--- src/rtl/vpu_sequencer.sv ---
// Job sequencer for a two-lane VPU. It sets the pathway, streams source beats
// into lane 1 and then lane 2 one cycle later, and counts returned results.
module vpu_sequencer (
  input  logic        clk,
  input  logic        rst,
  input  logic        start,
  input  logic [1:0]  mode,
  input  logic [7:0]  num_rows,
  input  logic        src_valid,
  input  logic signed [15:0] src_data_1,
  input  logic signed [15:0] src_data_2,
  output logic        src_ready,
  output logic [3:0]  vpu_data_pathway,
  output logic [15:0] vpu_data_in_1,
  output logic [15:0] vpu_data_in_2,
  output logic        vpu_valid_in_1,
  output logic        vpu_valid_in_2,
  input  logic        vpu_valid_out_1,
  input  logic        vpu_valid_out_2,
  output logic        busy,
  output logic        done,
  output logic        error
);

  typedef enum logic [2:0] {
    S_IDLE   = 3'd0,
    S_CONFIG = 3'd1,
    S_STREAM = 3'd2,
    S_DRAIN  = 3'd3,
    S_DONE   = 3'd4
  } state_t;

  state_t      state_q, state_d;
  logic [7:0]  num_rows_q, num_rows_d;
  logic [3:0]  pathway_q, pathway_d;
  logic [7:0]  issued_q, issued_d;
  logic [7:0]  res1_q, res1_d;
  logic [7:0]  res2_q, res2_d;
  logic [7:0]  wdog_q, wdog_d;
  logic        error_q, error_d;
  logic [15:0] data1_q, data1_d;
  logic [15:0] data2_q, data2_d;
  logic [15:0] st2_data_q, st2_data_d;
  logic        valid1_q, valid1_d;
  logic        valid2_q, valid2_d;
  logic        st2_valid_q, st2_valid_d;

  logic start_ok;
  logic accept;
  logic counting;
  logic any_res;

  assign start_ok = (state_q == S_IDLE) && start;
  assign accept   = src_valid && src_ready;
  assign counting = (state_q == S_CONFIG) || (state_q == S_STREAM) || (state_q == S_DRAIN);
  assign any_res  = vpu_valid_out_1 || vpu_valid_out_2;

  always_ff @(posedge clk or posedge rst) begin
    if (rst) begin
      state_q     <= S_IDLE;
      num_rows_q  <= '0;
      pathway_q   <= '0;
      issued_q    <= '0;
      res1_q      <= '0;
      res2_q      <= '0;
      wdog_q      <= '0;
      error_q     <= 1'b0;
      data1_q     <= '0;
      data2_q     <= '0;
      st2_data_q  <= '0;
      valid1_q    <= 1'b0;
      valid2_q    <= 1'b0;
      st2_valid_q <= 1'b0;
    end else begin
      state_q     <= state_d;
      num_rows_q  <= num_rows_d;
      pathway_q   <= pathway_d;
      issued_q    <= issued_d;
      res1_q      <= res1_d;
      res2_q      <= res2_d;
      wdog_q      <= wdog_d;
      error_q     <= error_d;
      data1_q     <= data1_d;
      data2_q     <= data2_d;
      st2_data_q  <= st2_data_d;
      valid1_q    <= valid1_d;
      valid2_q    <= valid2_d;
      st2_valid_q <= st2_valid_d;
    end
  end

  // Counters, sticky error and the lane pipelines; lane 2 passes through an extra stage.
  always_comb begin
    num_rows_d  = num_rows_q;
    pathway_d   = pathway_q;
    issued_d    = issued_q;
    res1_d      = res1_q;
    res2_d      = res2_q;
    wdog_d      = '0;
    error_d     = error_q;

    if (start_ok) begin
      num_rows_d = num_rows;
      issued_d   = '0;
      res1_d     = '0;
      res2_d     = '0;
      error_d    = (num_rows == 8'd0);
      pathway_d  = 4'b0000;
      if (num_rows != 8'd0) begin
        case (mode)
          2'b00:   pathway_d = 4'b1100;
          2'b01:   pathway_d = 4'b1111;
          2'b10:   pathway_d = 4'b0001;
          default: pathway_d = 4'b0000;
        endcase
      end
    end

    if (accept) issued_d = issued_q + 8'd1;

    if (counting) begin
      if (vpu_valid_out_1) begin
        if (res1_q == num_rows_q) error_d = 1'b1;
        else                      res1_d  = res1_q + 8'd1;
      end
      if (vpu_valid_out_2) begin
        if (res2_q == num_rows_q) error_d = 1'b1;
        else                      res2_d  = res2_q + 8'd1;
      end
    end

    if (state_q == S_DRAIN) begin
      wdog_d = any_res ? 8'd0 : (wdog_q + 8'd1);
      if (wdog_d == 8'hFF) error_d = 1'b1;
    end

    if (state_q == S_DONE) pathway_d = 4'b0000;

    valid1_d    = accept;
    data1_d     = accept ? src_data_1 : data1_q;
    st2_valid_d = accept;
    st2_data_d  = accept ? src_data_2 : st2_data_q;
    valid2_d    = st2_valid_q;
    data2_d     = st2_valid_q ? st2_data_q : data2_q;
  end

  always_comb begin
    state_d = state_q;
    case (state_q)
      S_IDLE:   if (start) state_d = (num_rows == 8'd0) ? S_DONE : S_CONFIG;
      S_CONFIG: state_d = S_STREAM;
      S_STREAM: if (accept && (issued_d == num_rows_q)) state_d = S_DRAIN;
      S_DRAIN: begin
        if ((res1_d == num_rows_q) && (res2_d == num_rows_q)) state_d = S_DONE;
        else if (wdog_d == 8'hFF)                              state_d = S_DONE;
      end
      S_DONE:   state_d = S_IDLE;
      default:  state_d = S_IDLE;
    endcase
  end

  always_comb begin
    src_ready        = (state_q == S_STREAM) && (issued_q < num_rows_q);
    busy             = counting;
    done             = (state_q == S_DONE);
    error            = error_q;
    vpu_data_pathway = pathway_q;
    vpu_data_in_1    = data1_q;
    vpu_data_in_2    = data2_q;
    vpu_valid_in_1   = valid1_q;
    vpu_valid_in_2   = valid2_q;
  end

endmodule
--- config.mk ---
export PLATFORM = sky130hd
export DESIGN_NAME = vpu_sequencer
export DESIGN_NICKNAME = d
export VERILOG_FILES = /design/src/rtl/vpu_sequencer.sv
export SDC_FILE = /design/constraint.sdc
export NUM_CORES = 1
export LEC_CHECK = 0
export CORE_MARGIN = 5
export CORE_UTILIZATION = 40
export CTS_BUF_LIST = sky130_fd_sc_hd__clkbuf_8
export DETAILED_ROUTE_END_ITERATION = 10
export SLEW_MARGIN = 25
export SYNTH_ARGS = -nofsm -noshare
export SYNTH_HDL_FRONTEND = slang
export SYNTH_SLANG_ARGS = --single-unit
--- constraint.sdc ---
create_clock -name clk -period 4.4 [get_ports clk]
set_input_delay 0.88 -clock clk [delete_from_list [all_inputs] [get_ports clk]]
set_output_delay 0.88 -clock clk [all_outputs]
set_load 0.005 [all_outputs]
==> results of run 1 <==
## cell families after synthesis
| group | Yosys count | synth area share, % |
|---|---|---|
| AND/OR/NAND/NOR | 139 | 14.38 |
| flip-flops | 97 | 46.80 |
| AO/OA/AOI/OAI | 82 | 11.51 |
| multiplexers | 56 | 12.04 |
| buffers and inverters | 48 | 4.632 |
| XOR/XNOR | 40 | 7.262 |
| adder cells (fa/ha/maj) | 14 | 3.378 |
## synthesized netlist by cell type (all sizes together), types with 4 or more instances
cell,number
mux2,48
a21oi,9
ha,14
o21ai,27
and3,12
nand4,5
mux2i,8
o211ai,6
nand2,39
clkbuf,13
dfrtp,97
nand3,22
a31oi,6
xnor2,23
nor2,24
nor4,6
inv,17
buf,17
o31ai,4
nor3,6
xor2,17
## worst max-delay path, delay by kind of cell (launching register included)
kind	cells	cell delay, ns
AO/OA/AOI/OAI	2	0.46
AND/OR/NAND/NOR	1	0.57
buffers and inverters	2	0.64
adder cells (fa/ha/maj)	1	0.21
flip-flops	1	0.54
## power groups by stage
stage | logic, mW | registers (mW) | clock network, mW
floorplan | 1.38 | 1.45 | 0
global placement | 1.84 | 1.66 | 0
detailed placement | 1.87 | 1.67 | 0
CTS | 1.88 | 1.66 | 0.645
global route | 2.05 | 1.72 | 0.676
finish | 1.85 | 1.65 | 0.622
## routing by layer
| layer | share of wire [%] | global-route usage (%) | vias to the layer above |
|---|---|---|---|
| li1 | - | - | 1835 |
| met2 | 50 | 27.85 | 94 |
| met1 | 42 | 19.65 | 1881 |
| met4 | 1.1 | 5.260 | 0 |
| met5 | 0 | 0 | - |
| met3 | 7.0 | 4.950 | 9 |
## per-stage QoR
step / std cells / utilization [%] / total power [mW] / worst slack, ns / area [µm²]
after floorplan: 476 / - / 2.828 / 0.9863 / 5186
after CTS: 730 / 50.48 / 4.181 / 0.7164 / 6396
after global routing: 730 / 50.50 / 4.443 / 0.5912 / 6399
final: 730 / 50.50 / 4.125 / 0.7242 / 6399
after detailed placement: 714 / 48.81 / 3.544 / 0.5302 / 6185
after global placement: 714 / 48.81 / 3.503 / 0.5989 / 6185
## how the worst max path moves through the flow
stage | slack [ns] | start | end | depth (start not counted)
after floorplan | 0.99 | rst | error | 1
after global placement | 0.60 | start | state_q[2] | 10
after detailed placement | 0.53 | start | state_q[2] | 9
after CTS | 0.72 | num_rows_q[7] | src_ready | 6
after global routing | 0.59 | num_rows_q[7] | state_q[2] | 12
final | 0.72 | num_rows_q[7] | src_ready | 6
## state kept, by name, indices dropped and copies added (netlist names)
register          cells
st2_data_q           16
vpu_data_in_1        16
vpu_data_in_2        16
issued_q              8
num_rows_q            8
res1_q                8
res2_q                8
wdog_q                8
state_q               3
vpu_data_pathway      3
error                 1
st2_valid_q           1
vpu_valid_in_2        1
## final cells by class
type | count | area (µm²)
multi-input cells | 331 | 2527
clock buffers | 9 | 123.9
flip-flops and latches | 97 | 2427
fillers | 1170 | 6272
repair buffers | 96 | 943.4
inverters | 18 | 73.82
well taps | 172 | 215.2
clock inverters | 7 | 87.58
==> flow_summary.json, run 1 <==
{
  "status": "completed",
  "die-area_um2": 15340,
  "start_util_pct": 40.93,
  "hold_slack_ns": 0.4820,
  "cap_violations": 0,
  "core_um2": 12670,
  "post-route-drc-count": 0,
  "ys.flop_type": "dfrtp_1",
  "boundaryPins": 90,
  "fin_skew_ns": 0.009396,
  "avgViaCountPerCell": 5.232,
  "swShare_pct": 37.03,
  "clock-sinks": 97,
  "vdd_ir_drop_max_v": 0.0003272,
  "pwr-share-clk_pct": 15.1,
  "fp.dieW_um": 123.9,
  "drt_pass1_iterations": 5,
  "worst_pin_slew_ns": 0.7793,
  "antenna_found_initial": 0,
  "rrSetupSlack_ns": 0.95,
  "cts_hold_buf": 0,
  "async_flop_share_pct": 100.0,
  "netlist_area_um2": 5186,
  "combPwrFrac_pct": 44.8,
  "cts_resized": 0,
  "post_cts_buffers": 0,
  "synth_cell_type_count": 69,
  "syn_inst": 476,
  "gp_congestion": 0.8017,
  "cts_max_path_buffers": 2,
  "hp-class": "flop to flop",
  "drtIter0Drc": 213,
  "switchingPower_mw": 1.528,
  "syn_nets": 538,
  "antenna_left": 0,
  "clkTransAtPathRegs_ns": 0.09,
  "min_to": "wdog_q[0]",
  "critical_path.cell_chain": "inv_1, ha_1, or4b_1, a221oi_4, o21a_1, clkdlybuf4s50_1",
  "cts_tree": "yes",
  "seqPwrFrac_pct": 40.1,
  "ff2ff_path_depth": 12,
  "wirelength_um": 11920,
  "fmax_mhz": 272.1,
  "drive_gt1_share_pct": 16.31,
  "synth_top_area_share_pct": 46.80,
  "grt_usage_pct": 16.30,
  "ys_seq_elements": 97,
  "p_per_area_nw_per_um2": 644.7,
  "arrival_ns": 2.80,
  "crit_path_max_incr_delay_ns": 0.57,
  "wire_per_inst_um": 16.32,
  "setup_viol": 0,
  "overflow": 0,
  "critPathKind": "flop to output pin",
  "fin_crit_sh_pct": 83.54,
  "rsz0062_at_grt": "no",
  "grt_pass1_vias": 3984,
  "grt_first_pass_wirelength_um": 19570,
  "synth_edf_count": 0,
  "cts_max_level": 3,
  "reg2reg_from": "num_rows_q[7]",
  "min-delay-start": "wdog_q[0]",
  "die_h_um": 123.9,
  "setup_tns_ns": 0,
  "hold_violations": 0,
  "min_path_cells": 1,
  "final_common_cell": "dfrtp_1",
  "finalWorstPathRequiredPeriod_ns": 3.676,
  "fin_nets": 615,
  "grt_start_max_net_pins": 75,
  "p_leak_nw": 2.726,
  "synth_top_cell_by_area": "dfrtp_1",
  "p_int_mw": 2.597,
  "yosys_warnings": 0,
  "start_kind": "flop",
  "cts_made_buffers": 9,
  "r2r-end": "state_q[2]",
  "critPathMaxFanout": 6,
  "syn_area_per_cell_um2": 10.90,
  "synth_top_cells_by_area": "dfrtp_1 (47%), mux2_2 (10%), xnor2_1 (3.9%), ha_1 (3.4%), nand2_1 (2.8%)",
  "seq_area_frac_synth_pct": 46.80,
  "num_antenna_cells": 0,
  "clockRootBuffer": "clkbuf_8",
  "slew_headroom_pct": 48.05,
  "final-max-slew-violation-count": 0,
  "end_kind": "output pin",
  "vias": 3819,
  "rows": 41,
  "portBuffers": 89,
  "hpwl_um": 8881,
  "required_ns": 3.52,
  "layout_common_cells": "dfrtp_1 (97), clkdlybuf4s50_1 (89), mux2_2 (48)",
  "slowest_stage": "or4b_1",
  "synthToLayoutAreaGrowth_pct": 23.38,
  "clk_latency_ns": 0.37
}
(Power assumes the default switching activity.)
==> inputs of run 2 (changes only) <==
--- a/config.mk
+++ b/config.mk
@@ -9,6 +9,7 @@
 export CORE_UTILIZATION = 40
 export CTS_BUF_LIST = sky130_fd_sc_hd__clkbuf_8
 export DETAILED_ROUTE_END_ITERATION = 10
+export PLACE_DENSITY = 0.66
 export SLEW_MARGIN = 25
 export SYNTH_ARGS = -nofsm -noshare
 export SYNTH_HDL_FRONTEND = slang
==> constraint.sdc (replaced) <==
create_clock -name clk -period 2.99 [get_ports clk]
set_input_delay 0.598 -clock clk [delete_from_list [all_inputs] [get_ports clk]]
set_output_delay 0.598 -clock clk [all_outputs]
set_load 0.005 [all_outputs]
==> flow_summary.json, run 2 (synthesis gave the netlist of run 1 again) <==
{
  "clockRootBuffer": "clkbuf_8",
  "final_util_pct": 54.38,
  "nFillCells": 1131,
  "stdcell_count": 782,
  "gp_congestion": 0.9263,
  "critical-path-top-delay-family": "simple AND/OR/NAND/NOR gates",
  "status": "completed",
  "fin_crit_sh_pct": 96.25,
  "critPathBufInv": 3,
  "drtIter0Drc": 384,
  "drive_gt1_share_pct": 26.72,
  "start_util_pct": 40.93,
  "grt_first_pass_wirelength_um": 22160,
  "multi_input_area_um2": 2605,
  "worst_pin_slew_ns": 0.6131,
  "ff2ff_path_depth": 12,
  "setup_tns_ns": 0,
  "cp.depth": 12,
  "seq_area_um2": 2436,
  "reg2reg_from": "num_rows_q[6]",
  "vias": 4074,
  "hold_slack_ns": 0.4717,
  "rows": 41,
  "grt_usage_pct": 18.86,
  "combPwrFrac_pct": 53.3,
  "slowest_stage": "dfrtp_1",
  "antenna_found_initial": 0,
  "hpwl_um": 9914,
  "portBuffers": 89,
  "start_kind": "flop",
  "rsz0062_at_grt": "yes",
  "cts_max_level": 3,
  "setup_viol": 0,
  "num_antenna_cells": 0,
  "p_leak_nw": 2.988,
  "boundaryPins": 90,
  "final-max-slew-violation-count": 0,
  "fin_nets": 667,
  "critical_path.cell_chain": "buf_4, xor2_2, nor4_4, buf_4, a21oi_4, buf_4, a21oi_2, or2_2, a211o_1, nand4_1, o31a_1, nor4_2",
  "dp.cells": 753,
  "die-area_um2": 15340,
  "avgViaCountPerCell": 5.210,
  "crit_path_max_incr_delay_ns": 0.41,
  "cap_violations": 0,
  "cts_hold_buf": 0,
  "cts_max_path_buffers": 2,
  "swShare_pct": 37.87,
  "hold_violations": 0,
  "end_kind": "flop",
  "p_per_area_nw_per_um2": 971.8,
  "clkTransAtPathRegs_ns": 0.10,
  "layout_common_cells": "dfrtp_1 (90), clkdlybuf4s50_1 (88), buf_4 (55)",
  "finalPower_mw": 6.696,
  "fp.dieW_um": 123.9,
  "p_int_mw": 4.161,
  "die_h_um": 123.9,
  "critPathKind": "flop to flop",
  "synthToLayoutAreaGrowth_pct": 32.86,
  "antenna_left": 0,
  "grt_start_max_net_pins": 98,
  "arrival_ns": 3.17,
  "hp-class": "flop to flop",
  "clock-sinks": 97,
  "overflow": 0,
  "core_um2": 12670,
  "grt_pass1_vias": 4459,
  "finalWorstPathRequiredPeriod_ns": 2.878,
  "r2r-end": "state_q[2]",
  "final_common_cell": "dfrtp_1",
  "cts_tree": "yes",
  "path_common_cell": "buf_4",
  "switchingPower_mw": 2.536,
  "pwr-share-clk_pct": 12.7,
  "fmax_mhz": 347.5,
  "required_ns": 3.29,
  "drt_pass1_iterations": 5,
  "post-route-drc-count": 0,
  "critPathLaunch": "num_rows_q[6]",
  "seqPwrFrac_pct": 34.0,
  "crit_end": "state_q[2]",
  "clk_latency_ns": 0.39,
  "critPathMaxFanout": 6,
  "slew_headroom_pct": 58.75,
  "cts_made_buffers": 9,
  "wire_per_inst_um": 17.18,
  "fin_skew_ns": 0.01494,
  "vdd_ir_drop_max_v": 0.0005500,
  "wirelength_um": 13430,
  "rrSetupSlack_ns": 0.11
}
## run 2: cell types whose count changed in the layout (fill, tap and decap cells not counted), moves of 3 or more
cell / change
dfrtp_2: +7
buf_4: +48
dfrtp_1: -7
clkinv_4: +3
inv_1: -3
## run 2: power by group through the flow
| stage | Sequential, mW | Combinational [mW] | Clock, mW |
|---|---|---|---|
| floorplan | 2.13 | 2.03 | 0 |
| finish | 2.28 | 3.57 | 0.853 |
| CTS | 2.27 | 3.42 | 0.889 |
| detailed placement | 2.29 | 3.32 | 0 |
| global route | 2.36 | 3.89 | 0.954 |
| global placement | 2.26 | 3.25 | 0 |
## run 2: worst min path at each step
stage,slack (ns),startpoint,cells after the start,to
CTS,0.47,wdog_q[0],1,wdog_q[0]
floorplan,0.39,st2_valid_q,0,vpu_valid_in_2
global route,0.50,wdog_q[0],1,wdog_q[0]
detailed placement,0.46,wdog_q[0],1,wdog_q[0]
finish,0.47,wdog_q[0],1,wdog_q[0]
global placement,0.45,wdog_q[0],1,wdog_q[0]
## run 2: stage by stage
step | cell area [µm²] | setup slack, ns
after floorplan | 5190 | 0.2576
after global placement | 6504 | -0.2133
after detailed placement | 6504 | -0.2354
after CTS | 6741 | 0.06454
after global routing | 6890 | -0.02432
final | 6890 | 0.1120
## run 2: layout make-up
cell class,count,area share (%)
inverters,18,1.071
multi-input cells,331,37.81
clock inverters,6,0.8353
well taps,172,3.123
flip-flops and latches,97,35.36
clock buffers,10,1.997
repair buffers,148,19.81
## run 2: layer usage
metal | routed length (µm) | vias to the layer above | GRT usage [%]
met5 | 0 | - | 0
met4 | 267 | 0 | 7.474
met3 | 1204 | 18 | 6.630
met2 | 6556 | 133 | 31.67
met1 | 5405 | 1982 | 22.04
li1 | - | 1941 | -
## run 2: what timing repair did
| item | in CTS | in global routing |
|---|---|---|
| gates resized for setup | 7 | 20 |
| setup endpoints to repair | 2 | 3 |
| buffers inserted | 3 | 10 |
| pin swaps | 0 | 11 |
| cloned | 0 | 0 |
